--- src/rtl/gf2017_mul_fold.sv ---
// gf2017_mul_fold: sequential 11x11 shift-and-add multiplier whose 22-bit
// product is folded with 2^11 = 31 (mod 2017) into a 21-bit reducer input.
//
// Ports:
//   clk        rising-edge clock
//   rst_n      synchronous active-low reset
//   in_valid   operand pair valid
//   in_ready   block idle and able to accept (forced low during reset)
//   din_a      multiplicand, any 11-bit value
//   din_b      multiplier, any 11-bit value
//   out_valid  dout_p holds a folded product
//   out_ready  consumer accepts dout_p
//   dout_p     folded product, congruent to din_a*din_b mod 2017
//   busy       multiply or fold in progress
module gf2017_mul_fold #(
  parameter int WIDTH     = 11,
  parameter int OUT_WIDTH = 21,
  parameter int FOLD_K    = 31
) (
  input  logic                 clk,
  input  logic                 rst_n,
  input  logic                 in_valid,
  output logic                 in_ready,
  input  logic [WIDTH-1:0]     din_a,
  input  logic [WIDTH-1:0]     din_b,
  output logic                 out_valid,
  input  logic                 out_ready,
  output logic [OUT_WIDTH-1:0] dout_p,
  output logic                 busy
);

  localparam int PW = 2 * WIDTH;
  localparam logic [3:0] LAST_STEP = 4'(WIDTH - 1);

  typedef enum logic [1:0] {
    S_IDLE,
    S_MUL,
    S_FOLD,
    S_OUT
  } state_t;

  state_t               state_q, state_d;
  logic [PW-1:0]        acc_q, acc_d;
  logic [PW-1:0]        a_q, a_d;
  logic [WIDTH-1:0]     b_q, b_d;
  logic [3:0]           cnt_q, cnt_d;
  logic [OUT_WIDTH-1:0] dout_q, dout_d;
  logic [OUT_WIDTH-1:0] fold;

  // hi*2^11 + lo == hi*31 + lo (mod 2017); max 2046*31+2047 fits easily
  assign fold = OUT_WIDTH'(acc_q[PW-1:WIDTH]) * OUT_WIDTH'(FOLD_K)
              + OUT_WIDTH'(acc_q[WIDTH-1:0]);

  assign in_ready  = (state_q == S_IDLE) && rst_n;
  assign out_valid = (state_q == S_OUT);
  assign busy      = (state_q == S_MUL) || (state_q == S_FOLD);
  assign dout_p    = dout_q;

  always_comb begin
    state_d = state_q;
    acc_d   = acc_q;
    a_d     = a_q;
    b_d     = b_q;
    cnt_d   = cnt_q;
    dout_d  = dout_q;
    unique case (state_q)
      S_IDLE: begin
        if (in_valid && in_ready) begin
          a_d     = {{WIDTH{1'b0}}, din_a};
          b_d     = din_b;
          acc_d   = '0;
          cnt_d   = '0;
          state_d = S_MUL;
        end
      end
      S_MUL: begin
        if (b_q[0]) begin
          acc_d = acc_q + a_q;
        end
        a_d   = a_q << 1;
        b_d   = b_q >> 1;
        cnt_d = cnt_q + 4'd1;
        if (cnt_q == LAST_STEP) begin
          state_d = S_FOLD;
        end
      end
      S_FOLD: begin
        dout_d  = fold;
        state_d = S_OUT;
      end
      S_OUT: begin
        if (out_ready) begin
          state_d = S_IDLE;
        end
      end
      default: begin
        state_d = S_IDLE;
      end
    endcase
  end

  always_ff @(posedge clk) begin
    if (!rst_n) begin
      state_q <= S_IDLE;
      acc_q   <= '0;
      a_q     <= '0;
      b_q     <= '0;
      cnt_q   <= '0;
      dout_q  <= '0;
    end else begin
      state_q <= state_d;
      acc_q   <= acc_d;
      a_q     <= a_d;
      b_q     <= b_d;
      cnt_q   <= cnt_d;
      dout_q  <= dout_d;
    end
  end

endmodule

--- config.mk ---
export PLATFORM = sky130hd
export DESIGN_NAME = gf2017_mul_fold
export DESIGN_NICKNAME = d
export VERILOG_FILES = /design/src/rtl/gf2017_mul_fold.sv
export SDC_FILE = /design/constraint.sdc
export NUM_CORES = 1
export LEC_CHECK = 0
export ABC_AREA = 1
export BUFFER_PORTS_ARGS = -buffer_cell sky130_fd_sc_hd__buf_2
export CAP_MARGIN = 5
export CORE_AREA = 5 5 115 117
export DETAILED_ROUTE_END_ITERATION = 12
export DIE_AREA = 0 0 120 122
export PLACE_DENSITY = 0.71
export SYNTH_ARGS = -nofsm -noshare
export SYNTH_HDL_FRONTEND = slang
export SYNTH_SLANG_ARGS = --single-unit
--- constraint.sdc ---
create_clock -name clk -period 4.97 [get_ports clk]
set_input_delay 0.994 -clock clk [delete_from_list [all_inputs] [get_ports clk]]
set_output_delay 0.994 -clock clk [all_outputs]
set_load 0.05 [all_outputs]
# After elaboration in Yosys (flattened, before gate mapping)
# Index checks and enable logic that the tools add are counted.
[classes]
addsub = 3
muxes = 13
n_eq_ne = 8
n_reduce_logical = 8
multipliers = 1
[ops]
columns = ["cell", "n"]
rows = [
  ["22-bit one-hot mux with 2 select lines", 2],
  ["22-bit two-way mux", 3],
  ["22-bit adder", 1],
  ["11-bit one-hot mux with 2 select lines", 1],
  ["16-bit by 11-bit adder with 17-bit output", 1],
  ["11-bit by 5-bit multiplier with 16-bit output, second input constant", 1],
  ["11-bit two-way mux", 1],
  ["2-bit one-hot mux with 4 select lines", 1],
  ["4-bit one-hot mux with 2 select lines", 1],
  ["2-bit two-way mux", 3],
  ["2-bit by 1-bit != test with 1-bit output, second input constant", 3],
  ["3-bit AND reduction", 2],
  ["4-bit by 1-bit adder with 4-bit output, second input constant", 1],
  ["2-bit equality test, second input constant", 2],
  ["4-bit equality test, second input constant", 1],
  ["4-bit two-way mux", 1],
  ["2-bit by 1-bit equality test with 1-bit output, second input constant", 1],
  ["1-bit logical AND", 2],
  ["2-bit zero test", 1],
  ["2-bit != test, second input constant", 1],
  ["2-bit AND reduction", 1],
  ["2-bit nonzero test", 1],
  ["1-bit logical OR", 1],
]
[word_totals]
out_inout_bits = 24
elab_cells = 39
ff_bits = 82

# Logic depth before layout (Yosys ltp)
# Gate-level depths: netlist (run 1).
[depth]
word_depth = 5
depth_mapped = 18

# Worst setup path before layout (run 1)
# Ideal clock, no wire load.
[synth_path]
path_kind = "register to register"
startpoint = "register acc_q[12]"
endpoint = "register dout_q[14], in the netlist dout_p[14]"
required_time_ps = 4855
path_stages_with_launch = 19
slack_ps = 1471
arrival_time_ps = 3384
period_less_slack_ps = 3499
setup_time_ps = 115
path_cell_list = "dfxtp_1 > inv_1 > fa_1 > inv_1 > fa_1 > inv_1 > fa_1 > inv_1 > ha_1 > a21oi_1 > nand2_1 > nand2_1 > nand3b_1 > nand2_1 > nand2_1 > nand2_1 > nand2_1 > o21ai_0 > inv_1"
[synth_between]
elab_chain_len = 2
[synth_rtl]
columns = ["item", "line_no", "text"]
rows = [
  ["start, declared", "43", "logic [PW-1:0] acc_q, acc_d;"],
  ["start signal, assigned", "105", "acc_q <= '0;"],
  ["start signal, assigned", "112", "acc_q <= acc_d;"],
  ["11-bit by 5-bit multiplier with 16-bit output", "51", "assign fold = OUT_WIDTH'(acc_q[PW-1:WIDTH]) * OUT_WIDTH'(FOLD_K)"],
  ["16-bit by 11-bit adder with 17-bit output", "52", "+ OUT_WIDTH'(acc_q[WIDTH-1:0]);"],
  ["end signal, assigned", "116", "dout_q <= dout_d;"],
  ["end, declared", "47", "logic [OUT_WIDTH-1:0] dout_q, dout_d;"],
]
# No other way between the ends.
# A chain may end at the register's enable or synchronous reset.

# Worst setup path in the final report (run 1)
# Same ends and word-level chain as after synthesis.

==> results of run 1 <==
## cell usage in the layout (no fill, tap or decap), types with 2 or more instances in the layout
cell         n
a211oi_1     2
o21ai_0     50
inv_2        6
nand2_1    244
nor2_1      66
nor3_1       3
xor2_1       9
o211ai_1     3
nor2_4       2
nand3b_1     5
xnor2_1      3
dfxtp_1     78
nand4_1      8
inv_1      158
nor2_2       5
conb_1       4
o21bai_1     2
a31oi_1     21
inv_6        2
nand3_1     43
buf_2       45
clkbuf_16    9
nand3_2      3
ha_1        55
inv_8        2
fa_1        39
and2_1       2
buf_4        2
a21oi_1     72
nand2_2      9
## power by group through the flow
stage               sequential (µW)  combinational, µW  clock [µW]
CTS                             840                878         711
global route                    857                973         743
finish                          841                868         704
detailed placement              852                874           0
global placement                852                868           0
floorplan                      1010                564           0
## path summary, 6_finish.rpt
kind                end  cells after the start
max          dout_p[14]                     18
min             b_q[10]                      2
max reg2reg  dout_p[14]                     18
min reg2reg     b_q[10]                      2
## critical path: cells and delay by family, from the launching register on
family / cells / cell delay [ns]
and+or+nand+nor: 7 / 0.51
DFF: 1 / 0.47
adders and majority gates: 4 / 1.96
buffers and inverters: 5 / 0.34
AOI/OAI and AO/OA: 2 / 0.38
## cell families (layout without fill, tap and decap cells)
logic type | count (synthesis) | after routing | synth area share, %
DFF | 78 | 78 | 24.3
and+or+nand+nor | 392 | 392 | 25.8
AOI/OAI and AO/OA | 154 | 154 | 13.0
buffers and inverters | 197 | 229 | 12.5
other | 1 | 4 | 0.0582
adders and majority gates | 94 | 94 | 22.8
xor gates and xnor gates | 12 | 12 | 1.63
## per-layer routing
metal	vias up	track usage, %
li1	2971	-
met1	2626	30.6
met2	144	34.0
met3	21	3.02
met4	0	9.31
met5	-	0
## metrics by stage
stage                     utilization [%]  cells  total power, µW
after global placement               54.6   1097             1720
after floorplan                         -    931             1570
final                                57.2   1113             2410
after CTS                            57.2   1113             2430
after detailed placement             54.6   1097             1730
after global routing                 57.2   1113             2570
## registers in the layout, summed over array words and instances, names as in the netlist
signal,flops
acc_q,22
a_q,22
cnt_q,4
b_q,11
dout_p,17
state_q,2
## final cells by class
type,count,area [µm²],area share [%]
clock inverter,7,86.3,1.23
clock buffer,9,225,3.21
tap,150,188,2.68
timing repair buffer,47,240,3.43
multi-input combinational,656,4090,58.3
sequential,78,1560,22.3
inverter,166,624,8.91
==> reports/results.txt, run 1 <==
Metal3 WL = 713 µm
Cell Rows = 41
FFs w/ async S/R, synth = 0%
Post-route setup TNS = 0 ns
Drt via density = 5.18
Max-slew headroom = 46.5%
Final WS setup = 1.19 ns
Total CTS buffers = 9
Area grow syn2layout = 8.88%
Fmax = 264 MHz
Met2 wire len = 6.53 mm
Commonest cells post-synth = 244 x nand2_1, 158 x inv_1, 78 x dfxtp_1
Period minus WS final = 3.78 ns
Dominant synthesized flop cell = dfxtp_1
Initial antenna violation count = 0
Largest net degree at the start of global routing = 49
Synthesized flop and latch total = 78
CTS tree = built
Total routed wirelength = 14.8 mm
Crit path required time = 5.21 ns
Post-DRT Antenna Nets = 0
Synth top area share = 24.3%
Wire length per cell = 13.3 µm
Worst hold slack = 0.468 ns
Synthesized area = 6440 µm²
Max VDD drop = 0.000374 V
Die area = 14600 µm²
Port bufs = 45
Diodes inserted = 0
Flop2flop setup slack = 1.19 ns
First-pass iteration count of the detailed router = 5
Die X-Extent = 120 µm
HP Class = reg -> reg
CP max-delay cell = fa_1
GP Congestion = 0.946
Internal = 1380 µW
Sw Share = 42.9%
Clk pwr share = 29.2%
Initial Utilization = 52.5%
Gate Count Post-Synth = 928
EDFF count, synth = 0
Critical hold path startpoint = b_q[10]
Initial DRC Count = 390
Max-cap violations = 0
Main area contributors after synthesis = dfxtp_1 24%, nand2_1 14%, fa_1 12%, ha_1 11%, inv_1 9.2%
Comb power frac = 36.0%
Leakage power = 0.00368 µW
Clock sink count = 78
Clock buffer depth = 2
Period Utilization, post-route = 76.1%
NumNets Final = 1078
Power Density = 344 nW/µm²
# hold bufs at CTS = 0
Max stage delay on crit path = 0.56 ns
Library cells used by synthesis = 38
DRT met1 WL = 7.16 mm
Area after DPL = 6700 µm²
CP max FO = 6
Final Skew = 0.0110 ns
Setup WS pre-CTS = 1.20 ns
Layout cells sized above 1 = 9.55%
Clock H-tree levels = 3
First-pass GRT wire length = 26.0 mm
Resize count post-CTS = 0
Psw = 1040 µW
Worst reg2reg path startpoint = acc_q[12]
Avg Synthesized Cell Area = 6.94 µm²
Vias in the first global route = 5593
CORE AREA = 12300 µm²
# setup viols final = 0
Fill count = 1201
RSZ-0062 raised after global routing = no
I/O pins = 50
Drc violations = 0
Uppermost layer routed = met4
Height of the die = 122 µm
Sequential fraction of the synthesis area = 24.3%
Final hold vios = 0
Crit Path Class = reg -> reg
Status = completed
Total Routing Usage GR = 21.9%
DR vias = 5762
Endpoint class of the critical path = register
Synth area leader = dfxtp_1
DPL Wire Length = 11.6 mm
Pins Over Slew Limit = 0
Final instance area = 7010 µm²
Worst Setup SP = acc_q[12]
Total congestion overflow = 0
Worst skew pair latency = 0.35 ns
Setup bufs post-CTS = 0
Most numerous cell in the Yosys netlist = nand2_1
Root buf cell = clkbuf_16
Flop pwr share = 34.8%
Clk pin slew, worst setup/hold paths = 0.06 ns
CP Cell Sequence = inv_1 -> fa_1 -> inv_1 -> fa_1 -> inv_1 -> fa_1 -> inv_1 -> ha_1 -> a21oi_1 -> nand2_1 -> nand2_1 -> nand3b_1 -> nand2_1 -> nand2_1 -> nand2_1 -> nand2_1 -> o21ai_0 -> inv_1
Worst-Margin Slew = 0.802 ns
Most Frequent Cell on Critical Path = nand2_1
YS warnings = 0
Startpoint type of the worst setup path = register
Critical Path AT = 4.02 ns
No activity file was read; power rests on OpenSTA's default activity.
==> inputs of run 2 (changes only) <==
Settings changed: PLACE_DENSITY 0.71 to 0.73.
Clock period 4.97 ns to 3.2 ns, I/O delays scaled along.
==> run 2 against run 1 <==
Net effect:
- the run now ends with setup timing left
- via count up 5.6%
- global-route usage up 0.38 points
- sequential share of layout area down 2.1 points
- combinational power up 59%
- register-to-register slack worse by 1.5 ns
- cell area up 12%
- first-iteration DRC count down 4.9%
- critical path type unchanged
==> reports/results.txt, run 2 (synthesized netlist as in run 1, its figures left out) <==
Status = complete, but fails checks
Failing checks = setup timing
Most common cell after layout, fill and taps aside = nand2_1
Drc violations = 0 (unchanged)
Fmax = 288 MHz (+9.0%)
Port bufs = 45 (unchanged)
Global Route met3 Usage = 3.34% (+0.32 points)
DR vias = 6087 (+5.6%)
Height of the die = 122 µm (unchanged)
M2 GR Usage = 37.0% (+3.0 points)
Most used routing layer = met2
Clk pin slew, worst setup/hold paths = 0.07 ns (about the same)
Clk pwr share = 28.6% (-0.6 points)
Total congestion overflow = 0 (unchanged)
Sw Share = 42.9% (-0.052 points)
Comb power frac = 36.6% (+0.6 points)
Period Utilization, post-route = 108% (+32 points)
Most frequent cells in the layout = 235 x nand2_1, 131 x inv_1, 68 x dfxtp_1, 62 x a21oi_1, 59 x nor2_1
Drt via density = 5.21 (+0.67%)
Hold depth = 2 (unchanged)
Fill count = 1049 (-13%)
Initial DRC Count = 371 (-4.9%)
# hold bufs at CTS = 0 (unchanged)
Cell Rows = 41 (unchanged)
Diodes inserted = 0 (unchanged)
Worst-Margin Slew = 0.776 ns (-0.0263 ns)
Hold endpoint = b_q[4]
Total Routing Usage GR = 22.3% (+0.38 points)
Total CTS buffers = 9 (unchanged)
Root buf cell = clkbuf_16
Critical hold path startpoint = b_q[5]
DPL Wire Length = 11.9 mm (+2.3%)
Max-cap violations = 0 (unchanged)
Crit path required time = 3.43 ns (-1.78 ns)
Flop pwr share = 34.8% (about the same)
Leakage power = 0.00402 µW (+9.4%)
NumNets Final = 1133 (+5.1%)
CP max FO = 4 (-2)
Wire length per cell = 14.2 µm (+6.9%)
Vias in the first global route = 5680 (+1.6%)
Initial Utilization = 52.5% (unchanged)
Final Skew = 0.00770 ns (-0.00332 ns)
Register area = 1580 µm² (+1.3%)
Max-slew headroom = 48.3% (+1.8 points)
Crit Path Class = reg -> reg
CTS tree = built
Post-DRT Antenna Nets = 0 (unchanged)
Reg2Reg Depth = 17 (-1)
Area grow syn2layout = 21.5%
Power Density = 481 nW/µm² (+40%)
First-pass iteration count of the detailed router = 5 (unchanged)
Critical Path AT = 3.70 ns (-0.32 ns)
Max VDD drop = 0.000578 V (+55%)
I/O pins = 50 (unchanged)
Initial antenna violation count = 0 (unchanged)
RSZ-0062 raised after global routing = yes
Die area = 14600 µm² (unchanged)
Period minus WS final = 3.47 ns (-0.311 ns)
Pins Over Slew Limit = 0 (unchanged)
Total routed wirelength = 16.6 mm (+12%)
Internal = 2150 µW (+56%)
Post-route setup TNS = -1.66 ns (-1.66 ns)
Worst reg2reg path startpoint = acc_q[15]
Worst skew pair latency = 0.35 ns (about the same)
Final hold vios = 0 (unchanged)
Psw = 1610 µW (+56%)
Largest net degree at the start of global routing = 45 (-8.2%)
Clock H-tree levels = 3 (unchanged)
HP Class = reg -> reg
Flop2flop setup slack = -0.27 ns (-1.46 ns)
Layout cells sized above 1 = 22.7% (+13 points)
Setup WS pre-CTS = -0.183 ns (-1.38 ns)
Reg2reg end = dout_p[11]
Met1 Use GR = 29.7% (-0.93 points)
# setup viols final = 12 (+12)
Die X-Extent = 120 µm (unchanged)
Startpoint type of the worst setup path = register
Endpoint class of the critical path = register
CORE AREA = 12300 µm² (unchanged)
GP Congestion = 0.950 (+0.35%)
Final WS setup = -0.269 ns (-1.46 ns)
Multi-input logic area = 4450 µm² (+8.9%)
Clock buffer depth = 2 (unchanged)
First-pass GRT wire length = 26.7 mm (+2.4%)
Clock sink count = 78 (unchanged)
## run 2: cell types whose count changed in the layout (fill, tap and decap cells not counted), moves of 6 or more
| cell | previous run | this run |
|---|---|---|
| ha_4 | 0 | 9 |
| dfxtp_2 | 0 | 7 |
| a21oi_4 | 1 | 7 |
| nand2_1 | 244 | 235 |
| dfxtp_1 | 78 | 68 |
| inv_1 | 158 | 131 |
| o21ai_1 | 0 | 7 |
| inv_2 | 6 | 30 |
| nor2_1 | 66 | 59 |
| buf_4 | 2 | 53 |
| o21ai_0 | 50 | 39 |
| ha_1 | 55 | 46 |
| a21oi_1 | 72 | 62 |
## run 2: through the flow
stage	hold slack [ns]	utilization [%]	total power, µW	instance area [µm²]	cells
6_report	0.470	63.8	3760	7820	1168
5_1_grt	0.489	63.8	3990	7820	1168
4_1_cts	0.473	62.2	3760	7630	1165
3_5_place_dp	0.458	58.3	2690	7150	1144
3_3_place_gp	0.453	58.3	2680	7150	1144
2_1_floorplan	0.444	-	2440	6550	931
## run 2: power by group through the flow
stage	Sequential [µW]	Clock, µW	Combinational (µW)
final	1310	1070	1380
after global routing	1330	1130	1520
after CTS	1300	1080	1380
after detailed placement	1320	0	1370
after global placement	1320	0	1350
after floorplan	1560	0	878
## run 2: area by class of cell
cell class	instances	area share, %
multi-input cells	656	56.9
flip-flops and latches	78	20.2
repair buffers	102	8.54
inverters	166	8.08
clock buffers	9	2.88
well taps	150	2.40
clock inverters	7	1.01
## run 2: what timing repair did
action / CTS / global route
setup endpoints to repair: 12 / 12
pin swaps: 23 / 36
resized for setup: 42 / 52
buffers inserted: 5 / 3
## run 2: metal layers
layer / part of all wire, % / wire length, µm
met2: 48 / 8050
met4: 2.4 / 404
met1: 44 / 7350
met5: 0 / 0
met3: 4.9 / 812
## run 2: critical path, cell delays in order, from the launching register on
cell      delay [ns]
dfxtp_2         0.35
inv_4           0.05
buf_4           0.13
fa_1            0.49
inv_2           0.04
fa_1            0.52
inv_1           0.05
fa_1            0.51
inv_2           0.06
ha_4            0.25
a21oi_4         0.23
inv_2           0.09
o21ai_2         0.15
nand3_1         0.10
nand2_1         0.07
nand3_1         0.08
o211ai_1        0.13
inv_1           0.06
## run 2: how the worst max path moves through the flow
stage                     startpoint  slack, ns    endpoint  cells after the start
after floorplan            acc_q[12]     -0.004  dout_p[14]                     18
after global placement     acc_q[15]      -0.19  dout_p[13]                     15
after detailed placement   acc_q[17]      -0.18  dout_p[13]                     15
after CTS                  acc_q[16]      -0.14  dout_p[14]                     17
after global routing       acc_q[15]      -0.39  dout_p[11]                     17
final                      acc_q[15]      -0.27  dout_p[11]                     17
==> inputs of run 3 (changes only) <==
Settings changed: CTS_BUF_LIST set to sky130_fd_sc_hd__clkbuf_4 sky130_fd_sc_hd__clkbuf_8, SKIP_LAST_GASP set to 1.
==> run 3 against run 2 <==
Net effect:
- the run still ends with setup timing left
- setup slack better by 0.077 ns
- flip-flop and latch count is the same
- non-clock buffer count decreased by 1
- sequential share of layout area is 0.30 points higher
- largest cell class unchanged
- largest power group unchanged
- highest routed layer unchanged
==> reports/results.txt, run 3 (synthesized netlist as in run 1, its figures left out) <==
First-pass iteration count of the detailed router = 5 (unchanged)
Final cell count without fillers = 1167 (-0.086%)
CTS tree = built
Startpoint type of the worst setup path = register
Flop2flop setup slack = -0.19 ns (+0.08 ns)
Worst Setup SP = acc_q[17]
NumNets Final = 1132 (-0.088%)
Worst reg2reg path startpoint = acc_q[17]
Psw = 1570 µW (-2.7%)
Root buf cell = clkbuf_8
Sw Share = 45.2% (+2.3 points)
HP Class = reg -> reg
Initial antenna violation count = 0 (unchanged)
DRT met1 WL = 7.16 mm (-2.6%)
Die X-Extent = 120 µm (unchanged)
Max stage delay on crit path = 0.54 ns (+0.02 ns)
Drc violations = 0 (unchanged)
Setup WS pre-CTS = -0.183 ns (unchanged)
Worst Setup EP = dout_p[11]
Final Skew = 0.0129 ns (+0.00519 ns)
Delay-heaviest family, CP = adder cells
Failing checks = setup timing
Most Frequent Cell on Critical Path = fa_1
Metal3 WL = 828 µm (+2.0%)
Fmax = 295 MHz (+2.3%)
Die area = 14600 µm² (unchanged)
Cell Rows = 41 (unchanged)
Flop pwr share = 37.6% (+2.8 points)
Wire length per cell = 13.5 µm (-4.9%)
Period minus WS final = 3.39 ns (-0.0771 ns)
Clock H-tree levels = 3 (unchanged)
RSZ-0062 raised after global routing = yes
Critical Path Stages = 15 (-2)
Most frequent cells in the layout = 235 x nand2_1, 136 x inv_1, 68 x dfxtp_1, 63 x a21oi_1, 61 x nor2_1
Reg2reg end = dout_p[11]
Crit path required time = 3.47 ns (+0.04 ns)
CP Cell Sequence = buf_6 -> fa_1 -> fa_1 -> inv_1 -> fa_1 -> inv_2 -> ha_4 -> a21oi_4 -> inv_2 -> o21ai_2 -> nand3_1 -> nand2_1 -> nand3_1 -> o211ai_1 -> inv_1
Worst-Margin Slew = 0.771 ns (-0.00523 ns)
CP max FO = 4 (unchanged)
Comb power frac = 39.6% (+3.0 points)
Height of the die = 122 µm (unchanged)
First-pass GRT wire length = 26.4 mm (-1.0%)
Most common cell after layout, fill and taps aside = nand2_1
Diodes inserted = 0 (unchanged)
Pins Over Slew Limit = 0 (unchanged)
Cell count after placement = 1144 (unchanged)
Total routed wirelength = 15.8 mm (-4.9%)
Internal = 1900 µW (-11%)
Reg2Reg Depth = 15 (-2)
Post-DRT Antenna Nets = 0 (unchanged)
I/O pins = 50 (unchanged)
Port bufs = 45 (unchanged)
Status = complete, but fails checks
Worst skew pair latency = 0.38 ns (+0.03 ns)
Final instance area = 7710 µm² (-1.4%)
Initial DRC Count = 328 (-12%)
Vias in the first global route = 5612 (-1.2%)
CP max-delay cell = fa_1
DPL Wire Length = 11.9 mm (unchanged)
Overall power = 3470 µW (-7.7%)
CORE AREA = 12300 µm² (unchanged)
Period Utilization, post-route = 106% (-2.4 points)
Total Routing Usage GR = 22.1% (-0.16 points)
Total CTS buffers = 9 (unchanged)
Clk pwr share = 22.9% (-5.7 points)
Buf+Inv Stages, Crit Path = 5 (-2)
Initial Utilization = 52.5% (unchanged)
Crit Path Class = reg -> reg
Total congestion overflow = 0 (unchanged)
Core Util, Final = 62.9% (-0.92 points)
Critical Path AT = 3.66 ns (-0.04 ns)
Clock buffer depth = 2 (unchanged)
Largest net degree at the start of global routing = 45 (unchanged)
Drt via density = 5.17 (-0.87%)
Clk pin slew, worst setup/hold paths = 0.10 ns (+0.03 ns)
Max VDD drop = 0.000578 V (about the same)
Endpoint class of the critical path = register
Met2 wire len = 7.27 mm (-9.8%)
Area grow syn2layout = 19.7%
Final WS setup = -0.192 ns (+0.0771 ns)
Layout cells sized above 1 = 21.9% (-0.76 points)
Uppermost layer routed = met4
DR vias = 6029 (-0.95%)
Area after DPL = 7150 µm² (unchanged)
Max-cap violations = 0 (unchanged)
Final hold vios = 0 (unchanged)
# setup viols final = 8 (-4)
Max-slew headroom = 48.6% (+0.35 points)
Clock sink count = 78 (unchanged)
Power Density = 450 nW/µm² (-6.3%)
GP Congestion = 0.950 (unchanged)
Leakage power = 0.00398 µW (-1.2%)
==> run 3: changes by cell type in the layout (fill, tap and decap cells not counted), sizes merged <==
cell / previous run / this run
buf: 102 / 101
==> run 3: per-stage QoR <==
| stage | TNS [ns] | hold slack [ns] |
|---|---|---|
| detailed placement | -1.38 | 0.458 |
| global placement | -1.31 | 0.453 |
| floorplan | -0.00447 | 0.444 |
| CTS | -0.673 | 0.477 |
| global route | -2.53 | 0.494 |
| finish | -1.01 | 0.474 |
==> run 3: final cells by class <==
class | count | area (µm²)
fill | 1063 | 4550
clock inverter | 7 | 78.8
sequential | 78 | 1580
multi-input combinational | 656 | 4440
inverter | 166 | 632
timing repair buffer | 101 | 668
tap | 150 | 188
clock buffer | 9 | 124
==> run 3: worst register-to-register path, delay by kind of cell (launching register included) <==
kind                       cells  cell delay (ns)
AOI/OAI and AO/OA              3             0.50
adders and majority gates      4             1.77
DFF                            1             0.38
buffers and inverters          5             0.36
and+or+nand+nor                3             0.29
==> run 3: power by group through the flow <==
stage / combinational (µW) / clock, µW / sequential, µW
floorplan: 878 / 0 / 1560
global placement: 1350 / 0 / 1320
detailed placement: 1370 / 0 / 1320
CTS: 1380 / 808 / 1300
global route: 1520 / 853 / 1330
finish: 1370 / 794 / 1300
==> run 3: routing by layer <==
layer  global-route usage (%)  vias to the layer above
met4                     8.80                        0
met3                     3.62                       38
li1                         -                     3087
met5                        0                        -
met1                     29.7                     2743
met2                     35.8                      161
==> run 3: how the worst min path moves through the flow <==
stage / from / cells after the start / to
2_1_floorplan: b_q[10] / 2 / b_q[10]
3_3_place_gp: b_q[3] / 2 / b_q[2]
3_5_place_dp: dout_p[11] / 2 / dout_p[11]
4_1_cts: b_q[5] / 2 / b_q[4]
5_1_grt: b_q[8] / 2 / b_q[7]
6_report: b_q[5] / 2 / b_q[4]
==> run 3: timing repair <==
item | CTS | global route
hold endpoints to repair | 0 | 0
gates resized for setup | 47 | 38
hold buffers | 0 | 0
pin swaps | 24 | 28
endpoints found under the setup margin | 12 | 12
buffers inserted | 6 | 2
